<file path="src/rtl/humanmachine_pkg.sv">
// Shared opcode definitions for the register bank and its op unit.
package humanmachine_pkg;

    localparam int OP_W = 3;

    localparam logic [OP_W-1:0] OP_NOP  = 3'd0;
    localparam logic [OP_W-1:0] OP_LOAD = 3'd1;
    localparam logic [OP_W-1:0] OP_CLR  = 3'd2;
    localparam logic [OP_W-1:0] OP_INC  = 3'd3;
    localparam logic [OP_W-1:0] OP_DEC  = 3'd4;
    localparam logic [OP_W-1:0] OP_SHL  = 3'd5;
    localparam logic [OP_W-1:0] OP_SHR  = 3'd6;
    localparam logic [OP_W-1:0] OP_ROL  = 3'd7;

endpackage

</file>
<file path="src/rtl/register_op_unit.sv">
// Combinational datapath for one in-place register op: produces the new value
// and the carry/zero flags that result from it.
module register_op_unit
    import humanmachine_pkg::*;
#(
    parameter int WIDTH = 8
) (
    input  logic [OP_W-1:0]  op,
    input  logic [WIDTH-1:0] cur_r,
    input  logic [WIDTH-1:0] data_in,
    output logic [WIDTH-1:0] next_r,
    output logic             next_carry,
    output logic             next_zero
);

    always_comb begin
        next_r     = cur_r;
        next_carry = 1'b0;
        case (op)
            OP_LOAD: next_r = data_in;
            OP_CLR:  next_r = '0;
            OP_INC: begin
                next_r     = cur_r + WIDTH'(1);
                next_carry = &cur_r;
            end
            OP_DEC: begin
                next_r     = cur_r - WIDTH'(1);
                next_carry = ~|cur_r;
            end
            OP_SHL: begin
                next_r     = {cur_r[WIDTH-2:0], 1'b0};
                next_carry = cur_r[WIDTH-1];
            end
            OP_SHR: begin
                next_r     = {1'b0, cur_r[WIDTH-1:1]};
                next_carry = cur_r[0];
            end
            OP_ROL: begin
                next_r     = {cur_r[WIDTH-2:0], cur_r[WIDTH-1]};
                next_carry = cur_r[WIDTH-1];
            end
            default: ;
        endcase
        next_zero = (next_r == '0);
    end

endmodule

</file>
<file path="src/rtl/register_bank.sv">
// Register file with in-place ops on reg[wr_addr], registered carry/zero flags
// and two combinational read ports (out-of-range addresses read as zero).
module register_bank
    import humanmachine_pkg::*;
#(
    parameter  int WIDTH  = 8,
    parameter  int DEPTH  = 4,
    localparam int ADDR_W = $clog2(DEPTH)
) (
    input  logic              clk,
    input  logic              rst_n,
    input  logic              EI,
    input  logic [OP_W-1:0]   op,
    input  logic [ADDR_W-1:0] wr_addr,
    input  logic [WIDTH-1:0]  data_in,
    input  logic [ADDR_W-1:0] rd_addr_a,
    input  logic [ADDR_W-1:0] rd_addr_b,
    output logic [WIDTH-1:0]  rd_data_a,
    output logic [WIDTH-1:0]  rd_data_b,
    output logic              carry,
    output logic              zero
);

    logic [DEPTH-1:0][WIDTH-1:0] regs;
    logic [WIDTH-1:0]            cur_r;
    logic [WIDTH-1:0]            next_r;
    logic                        next_carry;
    logic                        next_zero;
    logic                        wr_hit;
    logic                        exec;

    // Decode by comparison so a non-power-of-two DEPTH never indexes past the array.
    always_comb begin
        cur_r     = '0;
        wr_hit    = 1'b0;
        rd_data_a = '0;
        rd_data_b = '0;
        for (int i = 0; i < DEPTH; i++) begin
            if (wr_addr == ADDR_W'(i)) begin
                cur_r  = regs[i];
                wr_hit = 1'b1;
            end
            if (rd_addr_a == ADDR_W'(i)) rd_data_a = regs[i];
            if (rd_addr_b == ADDR_W'(i)) rd_data_b = regs[i];
        end
    end

    assign exec = EI && (op != OP_NOP) && wr_hit;

    register_op_unit #(.WIDTH(WIDTH)) u_op (
        .op         (op),
        .cur_r      (cur_r),
        .data_in    (data_in),
        .next_r     (next_r),
        .next_carry (next_carry),
        .next_zero  (next_zero)
    );

    always_ff @(posedge clk) begin
        if (!rst_n) begin
            regs  <= '0;
            carry <= 1'b0;
            zero  <= 1'b0;
        end else if (exec) begin
            for (int i = 0; i < DEPTH; i++) begin
                if (wr_addr == ADDR_W'(i)) regs[i] <= next_r;
            end
            carry <= next_carry;
            zero  <= next_zero;
        end
    end

endmodule

</file>
<file path="config.mk">
export PLATFORM = sky130hd
export DESIGN_NAME = register_bank
export DESIGN_NICKNAME = d
export VERILOG_FILES = /design/src/rtl/humanmachine_pkg.sv /design/src/rtl/register_op_unit.sv /design/src/rtl/register_bank.sv
export SDC_FILE = /design/constraint.sdc
export NUM_CORES = 1
export LEC_CHECK = 0
export ABC_AREA = 1
export BUFFER_PORTS_ARGS = -buffer_cell sky130_fd_sc_hd__buf_2
export CELL_PAD_IN_SITES_DETAIL_PLACEMENT = 1
export CELL_PAD_IN_SITES_GLOBAL_PLACEMENT = 2
export CORE_MARGIN = 4
export CORE_UTILIZATION = 32
export CTS_CLUSTER_DIAMETER = 200
export DETAILED_ROUTE_END_ITERATION = 8
export PLACE_DENSITY_LB_ADDON = 0.1
export RECOVER_POWER = 100
export SLEW_MARGIN = 20
export SYNTH_ARGS = -nofsm -noshare
export SYNTH_HDL_FRONTEND = slang
export SYNTH_SLANG_ARGS = --single-unit
</file>
<file path="constraint.sdc">
create_clock -name clk -period 5.7 [get_ports clk]
set_input_delay 0.57 -clock clk [delete_from_list [all_inputs] [get_ports clk]]
set_output_delay 0.57 -clock clk [all_outputs]
set_load 0.1 [all_outputs]
</file>
==> impl_metrics.env, run 1 <==
export IMPL_clkPwrFrac_pct=36.8
export IMPL_core_area_um2=7727
export IMPL_clock_sinks=34
export IMPL_final_cell_mix="nand2_1 (102), a21oi_1 (55), inv_1 (49)"
export IMPL_mostFrequentLayoutCell="nand2_1"
export IMPL_crit_top_cell="nand3_1"
export IMPL_crit_path_max_incr_delay_ps=620
export IMPL_grt_ovfl_total=0
export IMPL_path_max_fanout=13
export IMPL_critical_path_startpoint_type="primary input"
export IMPL_intPower_w=0.0004847
export IMPL_reg2reg_depth=12
export IMPL_drt_iter0_drc=115
export IMPL_reg2reg_slack_ps=2400
export IMPL_synth_area_um2=2537
export IMPL_dr_pass1_iters=4
export IMPL_drc=0
export IMPL_first_global_vias=2940
export IMPL_cts_setup_buffers=0
export IMPL_rr_endpoint="zero$_SDFFE_PN0P_"
export IMPL_final_min_clock_period_ps=3928
export IMPL_hold_depth=2
export IMPL_clock_path_buffers=2
export IMPL_yosys_warnings=0
export IMPL_final_nets=477
export IMPL_fp_dieH_um=97.05
export IMPL_rsz0062_at_grt="no"
export IMPL_synth_area_per_cell_um2=6.129
export IMPL_p_seq_share_pct=34.0
export IMPL_dieWidth_um=97.05
export IMPL_crit_path_end_kind="register"
export IMPL_critPathLaunch="wr_addr[1]"
export IMPL_cp_arrival_ps=4150
export IMPL_cts_repair_resized=0
export IMPL_hold_start="carry$_SDFFE_PN0P_"
export IMPL_max_slew_margin_pct=20.62
export IMPL_fin_crit_sh_pct=68.91
export IMPL_vias_per_cell=5.384
export IMPL_antenna_found_initial=0
export IMPL_fill_cells=1055
export IMPL_root_buffer="clkbuf_8"
export IMPL_synth_cell_types=31
export IMPL_crit_slowest_cell="fa_1"
export IMPL_num_io_pins=38
export IMPL_setup_viol=0
export IMPL_gp_congestion=0.8554
export IMPL_ant_nets=0
export IMPL_final_setup_tns_ps=0
export IMPL_outcome="completed"
export IMPL_fp_row_count=32
export IMPL_power_leakage_nw=1.336
export IMPL_hold_class="register to register"
export IMPL_ys_ff_latch=34
export IMPL_grt_usage_pct=20.84
export IMPL_wl_per_cell_um=17.92
export IMPL_cap_violations=0
export IMPL_max_freq_mhz=254.6
export IMPL_drive_gt1_share_pct=9.333
export IMPL_swShare_pct=36.69
export IMPL_hold_viol_final=0
export IMPL_ir_drop_uv=118.6
export IMPL_area_growth_pct=15.04
export IMPL_cts_max_level=2
export IMPL_hpwl_mm=7.780
export IMPL_maxSlewViolCount=0
export IMPL_ctsHoldBuffers=0
export IMPL_hold_end="carry$_SDFFE_PN0P_"
export IMPL_powerDensity_nw_per_um2=262.3
export IMPL_crit_type="primary input to register"
export IMPL_routed_wl_mm=9.890
export IMPL_synthCells=414
export IMPL_cts_buffers_inserted=5
export IMPL_crit_chain="clkbuf_1 -> nor2_1 -> nand2_1 -> nand3_1 -> o21ai_0 -> fa_1 -> or2_2 -> nand3_1 -> nand3_1 -> o21ai_0 -> nand3_1 -> nor2_1 -> nand4_1 -> a21oi_1"
export IMPL_total_power_w=0.0007657
export IMPL_p_comb_share_pct=29.1
export IMPL_worstReg2RegStart="regs[17]$_SDFFE_PN0P_"
export IMPL_power_switching_w=0.0002810
export IMPL_vias=2972
export IMPL_grt_max_degree=34
export IMPL_dieArea_um2=9418
export IMPL_grt_pass1_wl_mm=16.03
export IMPL_cp_required_ps=5920
export IMPL_n_antenna_cell=0
export IMPL_tightestPinTransition_ps=1196
export IMPL_syn_num_nets=442
export IMPL_cts_tree="built"
export IMPL_initial_core_util_pct=32.84
export IMPL_synth_yosys_seq_area_share_pct=26.82
export IMPL_insertion_delay_ps=290
export IMPL_port_buffers=37
export IMPL_clk_pin_slew_worst_paths_ps=70
export IMPL_finClkSkew_ps=4.099
-- area by class of cell --
class	count	area [um2]	share of cell area, %
Clock inverter	2	60.06	2.057
Inverter	55	206.4	7.072
Multi-Input combinational cell	316	1600	54.82
Tap cell	102	127.6	4.372
Clock buffer	6	82.58	2.829
Sequential cell	34	680.7	23.32
Timing Repair Buffer	37	161.4	5.529
-- Yosys cell counts (all sizes together) --
cell / number / area share, %
a31oi: 2 / 0.49
nand3b: 4 / 1.2
ha: 7 / 3.5
nor3: 5 / 1.4
o22ai: 12 / 3.0
dfxtp: 34 / 27
nand4: 7 / 1.7
fa: 1 / 0.79
nand2: 106 / 16
a221oi: 4 / 1.4
inv: 54 / 8.0
a21o: 2 / 0.59
buf: 3 / 0.79
o211ai: 5 / 1.5
a21oi: 55 / 11
nand3: 28 / 5.5
or2: 5 / 1.2
clkinv: 1 / 0.15
nor2: 21 / 3.3
clkbuf: 6 / 0.89
a22oi: 2 / 0.59
o21ai: 50 / 10
-- stage by stage --
stage,util (%),std cells,hold slack (ps),setup WS [ps],cell area (um2)
final,37.78,552,486.2,1772,2919
after global routing,37.78,552,517.9,1391,2919
after CTS,38.21,552,484.4,2638,2953
after detailed placement,36.37,544,471.1,2359,2810
after global placement,36.33,544,458.0,2419,2808
after floorplan,-,414,467.5,2360,2537
-- worst max-delay path by stage --
| stage | to | slack, ps | depth (start not counted) |
|---|---|---|---|
| 2_1_floorplan | rd_data_a[0] | 2360 | 2 |
| 3_3_place_gp | zero$_SDFFE_PN0P_ | 2420 | 14 |
| 3_5_place_dp | zero$_SDFFE_PN0P_ | 2360 | 14 |
| 4_1_cts | zero$_SDFFE_PN0P_ | 2640 | 14 |
| 5_1_grt | zero$_SDFFE_PN0P_ | 1390 | 14 |
| 6_report | zero$_SDFFE_PN0P_ | 1770 | 14 |
-- registers in the layout (all words and copies together) (netlist names) --
register	count
carry	1
regs	32
zero	1
-- worst max-delay path: cells and delay by family --
family | cells | cell delay [ps]
simple gates | 9 | 1650
compound gates | 3 | 1060
fa+ha+maj | 1 | 620
buf+inv | 1 | 250
-- cell families after synthesis --
family                   Yosys count  synth area share (%)
AO/OA/AOI/OAI                    132                 28.50
flip-flops                        34                 26.82
AND/OR/NAND/NOR                  176                 30.62
buffers and inverters             64                 9.812
adder cells (fa/ha/maj)            8                 4.241
-- metal layers --
metal	global-route usage, %	share of wire [%]	up-vias
met5	0	0	-
li1	-	-	1478
met1	31.04	51	1431
met2	32.70	45	58
met4	2.268	0.36	0
met3	3.100	4.1	5
-- power by group through the flow --
stage	combinational, W	clock (W)	sequential (W)
floorplan	0.000165	0	0.000264
CTS	0.000227	0.000286	0.000260
global placement	0.000224	0	0.000265
finish	0.000223	0.000282	0.000260
detailed placement	0.000226	0	0.000266
global route	0.000244	0.000297	0.000262
Note: power is estimated with default switching activity, not from simulation.
==> inputs of run 2 (changes only) <==
Settings changed: CORE_UTILIZATION 32 to 30.
Clock period 5.7 ns to 4.1 ns, I/O delays scaled along.
==> run 2 against run 1 <==
Die area is 6.1% higher; worst hold slack improved by 1.8 ps; power grew 27%; cell count grew 0.54%; global-route usage decreased by 0.62 points; critical path depth rose by 2; sequential power grew 39%; clock skew down 1.5 ps; utilization fell by 2.6 points; flip-flop and latch count unchanged; clock-buffer cell count increased by 2.
==> impl_metrics.env, run 2 (synthesis gave the netlist of run 1 again) <==
export IMPL_worst_path_buf_inv=3
export IMPL_drc=0
export IMPL_grt_ovfl_total=0
export IMPL_insertion_delay_ps=280
export IMPL_crit_family="simple AND/OR/NAND/NOR gates"
export IMPL_fp_dieH_um=99.97
export IMPL_setup_viol=0
export IMPL_hold_start="carry$_SDFFE_PN0P_"
export IMPL_grt_max_degree=34
export IMPL_crit_path_max_incr_delay_ps=430
export IMPL_ctsHoldBuffers=0
export IMPL_cts_setup_buffers=0
export IMPL_reg2reg_depth=12
export IMPL_power_leakage_nw=1.326
export IMPL_cap_violations=0
export IMPL_gp_congestion=0.8369
export IMPL_antenna_found_initial=0
export IMPL_tightestPinTransition_ps=1209
export IMPL_hold_depth=2
export IMPL_rr_endpoint="zero$_SDFFE_PN0P_"
export IMPL_post_place_cells=547
export IMPL_rsz0062_at_grt="no"
export IMPL_maxSlewViolCount=0
export IMPL_crit_chain="clkbuf_1 -> inv_1 -> nor2_1 -> inv_2 -> or2_0 -> nand2_1 -> nand2_2 -> ha_1 -> or2_2 -> nand3_1 -> nand3_1 -> o21ai_1 -> nand3_1 -> nor2_1 -> nand4_1 -> a21oi_1"
export IMPL_routed_wl_mm=10.05
export IMPL_vias_per_cell=5.333
export IMPL_clock_path_buffers=2
export IMPL_outcome="completed"
export IMPL_final_min_clock_period_ps=3361
export IMPL_grt_usage_pct=20.21
export IMPL_final_cell_mix="nand2_1 (103), a21oi_1 (55), inv_1 (51)"
export IMPL_finClkSkew_ps=2.591
export IMPL_worstReg2RegStart="regs[17]$_SDFFE_PN0P_"
export IMPL_wl_per_cell_um=18.10
export IMPL_crit_path_end_kind="register"
export IMPL_final_setup_tns_ps=0
export IMPL_crit_slowest_cell="clkbuf_1"
export IMPL_fp_row_count=33
export IMPL_hold_viol_final=0
export IMPL_final_nets=477
export IMPL_crit_type="primary input to register"
export IMPL_path_max_fanout=13
export IMPL_layout_cells_non_filler=555
export IMPL_clk_pin_slew_worst_paths_ps=70
export IMPL_clock_sinks=34
export IMPL_dr_pass1_iters=4
export IMPL_ant_nets=0
export IMPL_dieWidth_um=99.97
export IMPL_hpwl_mm=7.754
export IMPL_fin_crit_sh_pct=81.97
export IMPL_dpl_instance_area_um2=2816
export IMPL_reg2reg_slack_ps=1360
export IMPL_area_growth_pct=13.95
export IMPL_n_antenna_cell=0
export IMPL_vias=2960
export IMPL_hold_class="register to register"
export IMPL_initial_core_util_pct=30.88
export IMPL_drive_gt1_share_pct=8.889
export IMPL_cp_arrival_ps=3570
export IMPL_mostFrequentLayoutCell="nand2_1"
export IMPL_regMostFlops="regs"
export IMPL_port_buffers=37
export IMPL_grt_pass1_wl_mm=16.09
export IMPL_cp_required_ps=4310
export IMPL_fin_area_um2=2892
export IMPL_reg_top3="regs: 32 flops, carry: 1 flops, zero: 1 flops"
export IMPL_hold_end="carry$_SDFFE_PN0P_"
export IMPL_cts_max_level=2
export IMPL_num_io_pins=38
export IMPL_largest_reg_flops=32
export IMPL_ir_drop_uv=195.6
export IMPL_cts_repair_resized=0
export IMPL_core_area_um2=8217
export IMPL_dieArea_um2=9993
export IMPL_cts_buffers_inserted=5
export IMPL_crit_top_cell="nand3_1"
export IMPL_drt_iter0_drc=170
export IMPL_max_freq_mhz=297.6
export IMPL_root_buffer="clkbuf_8"
export IMPL_powerDensity_nw_per_um2=335.6
export IMPL_critical_path_startpoint_type="primary input"
export IMPL_cts_tree="built"
export IMPL_max_slew_margin_pct=19.73
export IMPL_first_global_vias=3010
run 2: cell types whose count changed in the layout (fill, tap and decap cells not counted):
cell       change
bufinv_16      -2
clkbuf_8       +2
inv_1          +2
inv_2          -2
nand2_1        +1
nand2_2        -1
o21ai_0        -2
o21ai_1        +1
o21ai_2        +1
run 2: stage by stage:
step                power [W]  utilization (%)  hold slack, ps  setup slack [ps]
floorplan           0.0005965                -           467.5              1080
CTS                 0.0009799            35.62           485.2              1226
finish              0.0009703            35.19           488.0             739.4
global placement    0.0006822            34.22           463.7             995.4
detailed placement  0.0006850            34.28           461.7             942.7
global route         0.001023            35.19           518.2             520.7
run 2: layer usage:
layer  wire (um)  GRT usage [%]
met1        4984          28.95
met2        4505          32.27
met3         512          3.544
met4          42          3.256
met5           0              0
run 2: power by group:
group / internal (W) / switching, W
registers: 0.000347 / 0.0000148
logic: 0.0000677 / 0.000246
clock network: 0.000170 / 0.000125
total: 0.000584 / 0.000386
run 2: cell type report:
class	instances	area (um2)
multi-input combinational	316	1602
inverter	55	206.4
timing repair buffer	37	161.4
sequential	34	680.7
clock buffer	8	110.1
fill	1104	5325
tap	105	131.4
run 2: worst max path at each step:
stage                      start                end  slack, ps  cells past startpoint
floorplan           rd_addr_a[0]       rd_data_a[0]       1080                      2
global placement      wr_addr[1]  zero$_SDFFE_PN0P_       1000                     14
detailed placement    wr_addr[1]  zero$_SDFFE_PN0P_        940                     16
CTS                   wr_addr[1]  zero$_SDFFE_PN0P_       1230                     14
global route          wr_addr[1]  zero$_SDFFE_PN0P_        520                     16
finish                wr_addr[1]  zero$_SDFFE_PN0P_        740                     16
run 2: worst reg2reg max path: stages, from the launching register on:
cell and delay (ps):
dfxtp_1 340, or2_0 230, nand3_1 100, o21ai_2 140
fa_1 500, or2_2 320, nand3_1 80, nand3_1 80
o21ai_1 360, nand3_1 130, nor2_1 110, nand4_1 80
a21oi_1 180
